## src/rtl/ssd1306_frame_streamer.sv

```systemverilog
// Feeds an SSD1306 byte-level I2C master: addressing-setup commands, then every frame-buffer byte,
// one I2C transaction per byte, with a per-byte timeout.
module ssd1306_frame_streamer #(
  parameter int unsigned COLS    = 128,
  parameter int unsigned PAGES   = 4,
  parameter int unsigned ADDR_W  = 9,
  parameter int unsigned TIMEOUT = 50_000_000
) (
  input  logic              clk,
  input  logic              rst_n,
  input  logic              go_i,
  output logic              fb_rd_en_o,
  output logic [ADDR_W-1:0] fb_addr_o,
  input  logic [7:0]        fb_data_i,
  output logic              i2c_start_o,
  output logic [7:0]        i2c_data_o,
  output logic              i2c_is_cmd_o,
  input  logic              i2c_busy_i,
  input  logic              i2c_done_i,
  output logic              busy_o,
  output logic              frame_done_o,
  output logic              timeout_err_o,
  output logic [3:0]        state_debug_o
);

  localparam int unsigned TmoW = (TIMEOUT > 1) ? $clog2(TIMEOUT) : 1;
  localparam logic [TmoW-1:0]   TmoMax   = TmoW'(TIMEOUT - 1);
  localparam logic [ADDR_W-1:0] LastAddr = ADDR_W'(PAGES * COLS - 1);

  typedef enum logic [2:0] {
    StIdle = 3'd0,
    StCmd  = 3'd1,
    StRd   = 3'd2,
    StRdw  = 3'd3,
    StXfer = 3'd4,
    StFin  = 3'd5
  } state_e;

  state_e            state_q, state_d;
  logic [2:0]        cmd_idx_q, cmd_idx_d;
  logic [ADDR_W-1:0] byte_addr_q, byte_addr_d;
  logic              start_q, start_d;
  logic [7:0]        data_q, data_d;
  logic              is_cmd_q, is_cmd_d;
  logic              busy_q, busy_d;
  logic              frame_done_q, frame_done_d;
  logic              tmo_err_q, tmo_err_d;
  logic [TmoW-1:0]   tmo_cnt_q, tmo_cnt_d;
  logic [7:0]        hold_q, hold_d;
  logic              hold_vld_q, hold_vld_d;
  logic [7:0]        cmd_byte;

  always_comb begin
    cmd_byte = 8'h00;
    unique case (cmd_idx_q)
      3'd0:    cmd_byte = 8'h20;
      3'd1:    cmd_byte = 8'h00;
      3'd2:    cmd_byte = 8'h21;
      3'd3:    cmd_byte = 8'h00;
      3'd4:    cmd_byte = 8'(COLS - 1);
      3'd5:    cmd_byte = 8'h22;
      3'd6:    cmd_byte = 8'h00;
      default: cmd_byte = 8'(PAGES - 1);
    endcase
  end

  always_comb begin
    state_d      = state_q;
    cmd_idx_d    = cmd_idx_q;
    byte_addr_d  = byte_addr_q;
    start_d      = start_q;
    data_d       = data_q;
    is_cmd_d     = is_cmd_q;
    busy_d       = busy_q;
    frame_done_d = 1'b0;
    tmo_err_d    = tmo_err_q;
    tmo_cnt_d    = tmo_cnt_q;
    hold_d       = hold_q;
    hold_vld_d   = hold_vld_q;

    unique case (state_q)
      StIdle: begin
        if (go_i) begin
          busy_d      = 1'b1;
          cmd_idx_d   = 3'd0;
          byte_addr_d = '0;
          tmo_err_d   = 1'b0;
          state_d     = StCmd;
        end
      end
      StCmd: begin
        if (!i2c_busy_i) begin
          data_d    = cmd_byte;
          is_cmd_d  = 1'b1;
          start_d   = 1'b1;
          tmo_cnt_d = '0;
          state_d   = StXfer;
        end
      end
      StRd: begin
        hold_vld_d = 1'b0;
        state_d    = StRdw;
      end
      StRdw: begin
        // fb_data is only valid in the first RDW cycle; keep it if the master is still busy
        if (!hold_vld_q) begin
          hold_d     = fb_data_i;
          hold_vld_d = 1'b1;
        end
        if (!i2c_busy_i) begin
          data_d    = hold_vld_q ? hold_q : fb_data_i;
          is_cmd_d  = 1'b0;
          start_d   = 1'b1;
          tmo_cnt_d = '0;
          state_d   = StXfer;
        end
      end
      StXfer: begin
        if (i2c_busy_i) begin
          start_d = 1'b0;
        end
        if (i2c_done_i) begin
          start_d = 1'b0;
          if (is_cmd_q) begin
            if (cmd_idx_q != 3'd7) begin
              cmd_idx_d = cmd_idx_q + 3'd1;
              state_d   = StCmd;
            end else begin
              state_d = StRd;
            end
          end else if (byte_addr_q != LastAddr) begin
            byte_addr_d = byte_addr_q + 1'b1;
            state_d     = StRd;
          end else begin
            state_d = StFin;
          end
        end else if (tmo_cnt_q == TmoMax) begin
          tmo_err_d = 1'b1;
          start_d   = 1'b0;
          busy_d    = 1'b0;
          state_d   = StIdle;
        end else begin
          tmo_cnt_d = tmo_cnt_q + 1'b1;
        end
      end
      StFin: begin
        frame_done_d = 1'b1;
        busy_d       = 1'b0;
        state_d      = StIdle;
      end
      default: state_d = StIdle;
    endcase
  end

  always_ff @(posedge clk or negedge rst_n) begin
    if (!rst_n) begin
      state_q      <= StIdle;
      cmd_idx_q    <= 3'd0;
      byte_addr_q  <= '0;
      start_q      <= 1'b0;
      data_q       <= 8'h00;
      is_cmd_q     <= 1'b1;
      busy_q       <= 1'b0;
      frame_done_q <= 1'b0;
      tmo_err_q    <= 1'b0;
      tmo_cnt_q    <= '0;
      hold_q       <= 8'h00;
      hold_vld_q   <= 1'b0;
    end else begin
      state_q      <= state_d;
      cmd_idx_q    <= cmd_idx_d;
      byte_addr_q  <= byte_addr_d;
      start_q      <= start_d;
      data_q       <= data_d;
      is_cmd_q     <= is_cmd_d;
      busy_q       <= busy_d;
      frame_done_q <= frame_done_d;
      tmo_err_q    <= tmo_err_d;
      tmo_cnt_q    <= tmo_cnt_d;
      hold_q       <= hold_d;
      hold_vld_q   <= hold_vld_d;
    end
  end

  assign fb_rd_en_o    = (state_q == StRd);
  assign fb_addr_o     = (state_q == StRd) ? byte_addr_q : '0;
  assign i2c_start_o   = start_q;
  assign i2c_data_o    = data_q;
  assign i2c_is_cmd_o  = is_cmd_q;
  assign busy_o        = busy_q;
  assign frame_done_o  = frame_done_q;
  assign timeout_err_o = tmo_err_q;
  assign state_debug_o = {1'b0, state_q};

endmodule

```

## config.mk

```make
export PLATFORM = sky130hd
export DESIGN_NAME = ssd1306_frame_streamer
export DESIGN_NICKNAME = d
export VERILOG_FILES = /design/src/rtl/ssd1306_frame_streamer.sv
export SDC_FILE = /design/constraint.sdc
export NUM_CORES = 1
export LEC_CHECK = 0
export BUFFER_PORTS_ARGS = -buffer_cell sky130_fd_sc_hd__clkbuf_2
export CAP_MARGIN = 40
export CORE_MARGIN = 2
export CORE_UTILIZATION = 35
export CTS_BUF_LIST = sky130_fd_sc_hd__clkbuf_2 sky130_fd_sc_hd__clkbuf_4 sky130_fd_sc_hd__clkbuf_8
export CTS_CLUSTER_DIAMETER = 150
export DETAILED_ROUTE_END_ITERATION = 10
export GPL_TIMING_DRIVEN = 0
export SYNTH_ARGS = -nofsm -noshare
export SYNTH_HDL_FRONTEND = slang
export SYNTH_SLANG_ARGS = --single-unit
```

## constraint.sdc

```tcl
create_clock -name clk -period 2.4 [get_ports clk]
set_input_delay 0.6 -clock clk [delete_from_list [all_inputs] [get_ports clk]]
set_output_delay 0.6 -clock clk [all_outputs]
set_load 0.01 [all_outputs]
```

=== Word level (Yosys, flattened, before mapping) ===
Cells that the tools add are included.

* Bits in registers: 63
* Input port bits: 13
* Output and inout bits: 27

* Add/subtract/negate cells: 3
* Eq/ne operators: 28
* Mux-type cells: 45
* Reduce and logical (&&, ||, !) cells: 17

{| class="wikitable"
|+ Operators by type and width
! cell !! count
|-
| $mux 26 || 3
|-
| $pmux 26 s2 || 1
|-
| $mux 9 || 5
|-
| $pmux 7 s5 || 1
|-
| $mux 3 || 10
|-
| $add 26x1->26 const B || 1
|-
| $eq 26x26->1 const B || 1
|-
| $mux 8 || 3
|-
| $ne 2x2->1 const B || 12
|-
| $pmux 9 s2 || 1
|-
| $pmux 8 s2 || 1
|-
| $eq 3x3->1 const B || 5
|-
| $eq 3x2->1 const B || 4
|-
| $mux 1 || 12
|-
| $pmux 3 s4 || 1
|-
| $reduce_and 4->1 || 3
|-
| $reduce_and 5->1 || 2
|-
| $add 9x1->9 const B || 1
|-
| $ne 9x9->1 const B || 1
|-
| $reduce_and 3->1 || 3
|-
| $pmux 1 s2 || 4
|-
| $reduce_bool 2->1 || 4
|-
| $eq 3x1->1 const B || 2
|-
| $logic_not 3->1 || 2
|-
| 9 further kinds || 10
|}

=== Logic depth before layout (Yosys ltp) ===
* Depth in word-level cells: 5
* Gate-level depth with buffers: 9
* Depth with buffers taken out: 9

=== Worst setup path before layout ===
OpenSTA, ideal clock, no wires.

* Path type: reg2reg
* From: reg byte_addr_q[0]
* To: reg byte_addr_q[7]
* Setup time: 156 ps
* Data arrival time: 2,191 ps
* Setup slack: 53 ps
* Cell stages (with the launch flop): 10
* Path buffers: 0
* Cell sequence: dfrtp_1 ha_1 nand3_1 nor2_1 ha_1 or3b_1 a2111o_1 nor3_1 xnor2_1 nor2_1

* Word-level cells in the longest chain between the ends: 5
* Elaborated cells between the ends (all ways): 8
* Those cells by class: add/sub (1); eq/ne (2); mux (4); reduce/logical (1)

{| class="wikitable"
|+ Ends and longest elaborated chain
! item !! line !! text
|-
| start, declared || 41 || <nowiki>logic [ADDR_W-1:0] byte_addr_q, byte_addr_d;</nowiki>
|-
| start signal, assigned || 172 || <nowiki>byte_addr_q <= byte_addr_d;</nowiki>
|-
| $add 9x1->9 || 132 || <nowiki>byte_addr_d = byte_addr_q + 1'b1;</nowiki>
|-
| $mux 9 || 131 || <nowiki>end else if (byte_addr_q != LastAddr) begin</nowiki>
|-
| $mux 9 || 124 || <nowiki>if (is_cmd_q) begin</nowiki>
|-
| $mux 9 || 122 || <nowiki>if (i2c_done_i) begin</nowiki>
|-
| $pmux 9 s2 || 81 || <nowiki>unique case (state_q)</nowiki>
|}

Several ways; a longest one is shown, not always the timed one. The select of a mux whose other input is x is not followed.
A chain may end at the register's enable or synchronous reset.

=== Worst setup path after layout ===
* From: reg byte_addr_q[1]
* To: reg byte_addr_q[3]

Same word-level chain as after synthesis.

==> run_results.csv <==
group,metric,value,unit
run_status,run_status,"finished, violations left",
run_status,failed_checks,"setup timing",
layout,diodes,0,
worst_setup_path,criticalPathCategory,"register to register",
route,postRouteAntennaNets,0,
timing,worst_setup_margin,-0.0507,ns
worst_setup_path,critPathCaptureType,"register",
timing,timing.final.hold_violations,0,
global_route,globalRoute.totalOverflow,0,
timing,finalSetupViolCount,1,
route,routed-via-count,3042,
placement,globalplace.congestion,0.806,
floorplanning,dieArea,0.0106,mm^2
route,1st_iter_drt_viols,220,
clock_network,h-tree-depth,3,
timing,rsz0062_at_grt,"yes",
logic_synthesis,synth-compound-area-share,0.130,
route,detail_route.wl_per_cell,15.3,um
timing,skew,0.0205,ns
global_route,grt_pass1_wl,14.1,mm
global_route,antenna_violations_before_repair,0,
logic_synthesis,synth_xor_xnor_area_share,0.0255,
clock_network,cts-root-buf,"clkbuf_8",
worst_setup_path,cp_max_fo,6,
layout,flow.area_growth_from_synthesis,20.5,%
logic_synthesis,synth_enable_flop_cells,0,
timing,final.min_clock_period,2.45,ns
power,power_density,750,mW/mm^2
clock_network,number_of_cts_inserted_buffers,9,
logic_synthesis,synth_sequential_area_ratio,0.459,
clock_network,clockBufferDepth,2,
power,ir_worst_vdd,0.269,mV
logic_synthesis,synth_top_family_by_area,"simple AND/OR/NAND/NOR gates",
logic_synthesis,synth_cells,372,
logic_synthesis,ys.flop_type,"dfrtp_1",
placement,dp_cells,545,
layout,post_route_cells_drive_above_1_share,0.259,
floorplanning,die_x,103,um
clock_network,clock_insertion_delay_at_the_later_pin_of_the_skew_report,0.34,ns
timing,highest_achievable_clock_rate,408,MHz
timing,min_period_over_period,1.02,
layout,utilization,0.430,
logic_synthesis,synth_warnings,0,
worst_setup_path,crit_path_arrival_time,2.67,ns
clock_network,clkSinkCount,63,
clock_network,clk_transition_reported_paths,0.08,ns
route,detail_route.first_pass.iterations,5,
placement,port_buffers,38,
timing,post_route_setup_tns,-0.0507,ns
logic_synthesis,syn_nets,394,
logic_synthesis,postSynth.asyncResetShare,1.00,
run,max_cap_viol_count,0,
worst_setup_path,crit_required,2.62,ns
placement,estimated_wirelength_of_the_detail_placed_design,5.90,mm
logic_synthesis,netlist_area,0.00344,mm^2
worst_setup_path,start_kind,"register",
worst_setup_path,worst_path_largest_cell_delay,0.54,ns
floorplanning,io_pins,40,
worst_setup_path,crit_path_cell_trace,"ha_4 > nand3_2 > nor2_2 > ha_2 > or3b_4 > a2111o_1 > buf_4 > o21ai_1 > a21oi_2",
placement,detailed_place.area,0.00383,mm^2
placement,preCtsSetupSlack,-0.164,ns
timing,measured_slew_at_the_worst_slew_check_pin,0.760,ns
layout,nets,449,
layout,layout.cells.non_filler,565,
floorplanning,fp.dieH,103,um
logic_synthesis,ys_ff_latch,63,
floorplanning,floorplan.rows,36,
timing,finalMaxSlewViolations,0,
timing,relSlewSlack,0.491,
logic_synthesis,post_synth_mux_area_share,0.0542,
logic_synthesis,synth_fa_ha_area_frac,0.0328,
global_route,grt_max_degree,44,
layout,num-fill-cells,1011,
route,drt_wl_total,8.67,mm
floorplanning,initial_utilization,0.357,
floorplanning,placeableCoreArea,0.00964,mm^2
logic_synthesis,mean_cell_area_of_the_mapped_netlist,9.24,um^2
layout,non_filler_cell_area_final,0.00414,mm^2
worst_setup_path,critPathBufInv,1,
worst_setup_path,crit_family,"compound AO/OA/AOI/OAI gates",
worst_hold_path,hold_class,"input port to asynchronous set/reset pin",
power,leakagePower,1.81,nW
logic_synthesis,cell_variety_after_synth,55,
logic_synthesis,post_synth_and_or_nand_nor_area_fraction,0.258,
global_route,grt_usage,0.171,
route,route.detailed.vias_per_inst,5.38,
route,route.detailed.drc,0,
worst_setup_path,critical-path-slowest-cell,"a2111o_1",
clock_network,cts_tree,"built",
global_route,grt_pass1_vias,2851,
==> final timing paths <==
check / start / to / slack, ns / cells past startpoint
worst max-delay path: byte_addr_q[1] / byte_addr_q[3] / -0.05 / 9
min in group clk: i2c_data_o[2] / i2c_data_o[2] / 0.48 / 2
worst min register to register: i2c_data_o[2] / i2c_data_o[2] / 0.48 / 2
max in group asynchronous: rst_n / i2c_is_cmd_o / 1.63 / 2
worst max register to register: byte_addr_q[1] / byte_addr_q[3] / -0.05 / 9
worst min-delay path: rst_n / hold_q[2] / 0.17 / 1
==> sequential cells by signal, summed over array words and instances, names as in the netlist <==
signal / cells
i2c_data_o: 8
byte_addr_q: 9
hold_vld_q: 1
cmd_idx_q: 3
i2c_start_o: 1
tmo_cnt_q: 26
timeout_err_o: 1
i2c_is_cmd_o: 1
frame_done_o: 1
busy_o: 1
state_q: 3
hold_q: 8
==> report_power, final <==
group	internal, W	total, W	leakage (nW)	switching (W)
sequential	0.00121	0.00132	0.853	0.000106
clock	0.000406	0.000809	0.0944	0.000403
combinational	0.000365	0.000976	0.866	0.000611
total	0.00199	0.00311	1.81	0.00112
==> layout by cell type, fill, tap and decap left out, types with 3 or more instances in the layout <==
master / count
a21oi_1: 21
a31oi_1: 7
and3_1: 11
buf_2: 3
buf_4: 7
clkbuf_1: 8
clkbuf_2: 41
clkbuf_4: 6
clkbuf_8: 9
clkinv_2: 3
dfrtp_1: 61
ha_1: 7
inv_1: 8
mux2_2: 13
mux2i_1: 4
nand2_1: 44
nand3_1: 20
nand4_1: 7
nor2_1: 25
nor3_1: 3
nor3_2: 3
nor4_1: 5
o21ai_0: 28
or3_1: 13
or4_1: 7
xnor2_1: 7
xor2_1: 3
==> synthesized netlist by cell type, drive strengths merged (8+ instances only) <==
cell	n	area, um^2
a21oi	22	110
and3	12	76.3
buf	8	50.0
clkbuf	14	53.8
dfrtp	62	1550
ha	9	113
inv	8	30.0
mux2	13	146
nand2	44	165
nand3	21	105
nand4	9	68.8
nor2	26	97.6
o21ai	30	150
or3	14	87.6
==> routing by layer <==
| layer | up-vias | wire, um | track usage |
|---|---|---|---|
| met4 | 0 | 165 | 0.0719 |
| met1 | 1477 | 4090 | 0.241 |
| li1 | 1454 | - | - |
| met3 | 16 | 405 | 0.0325 |
| met2 | 95 | 4000 | 0.256 |
| met5 | - | 0 | 0 |
==> layout make-up <==
class	count	area [um^2]	share of cell area
clock inverter	4	23.8	0.00574
inverter	8	30.0	0.00725
buffer	22	124	0.0299
tap	133	166	0.0402
timing repair buffer	44	255	0.0616
multi-input combinational	279	1820	0.439
sequential	63	1580	0.381
clock buffer	12	146	0.0353
==> cells by family (layout without fill, tap and decap cells) <==
logic type                 count (synthesis)  count (layout)
DFF                                       63              63
other                                      1               1
buffers and inverters                     30              90
AOI/OAI and AO/OA                         75              75
adders and majority gates                  9               9
muxes                                     17              17
xor gates and xnor gates                  10              10
and+or+nand+nor                          167             167
==> repair_timing <==
item / CTS / global route
endpoints found under the setup margin: 28 / 39
pin swaps: 1 / 9
gates resized for setup: 10 / 24
hold endpoints to repair: 0 / 0
hold buffers: 0 / 0
setup buffers: 2 / 2
==> metrics by stage <==
| stage | hold WS [ns] | power [W] |
|---|---|---|
| after floorplan | 0.304 | 0.00192 |
| after global placement | 0.460 | 0.00220 |
| after detailed placement | 0.470 | 0.00224 |
| after CTS | 0.169 | 0.00311 |
| after global routing | 0.185 | 0.00333 |
| final | 0.174 | 0.00311 |
Note: power is estimated with default switching activity, not from simulation.
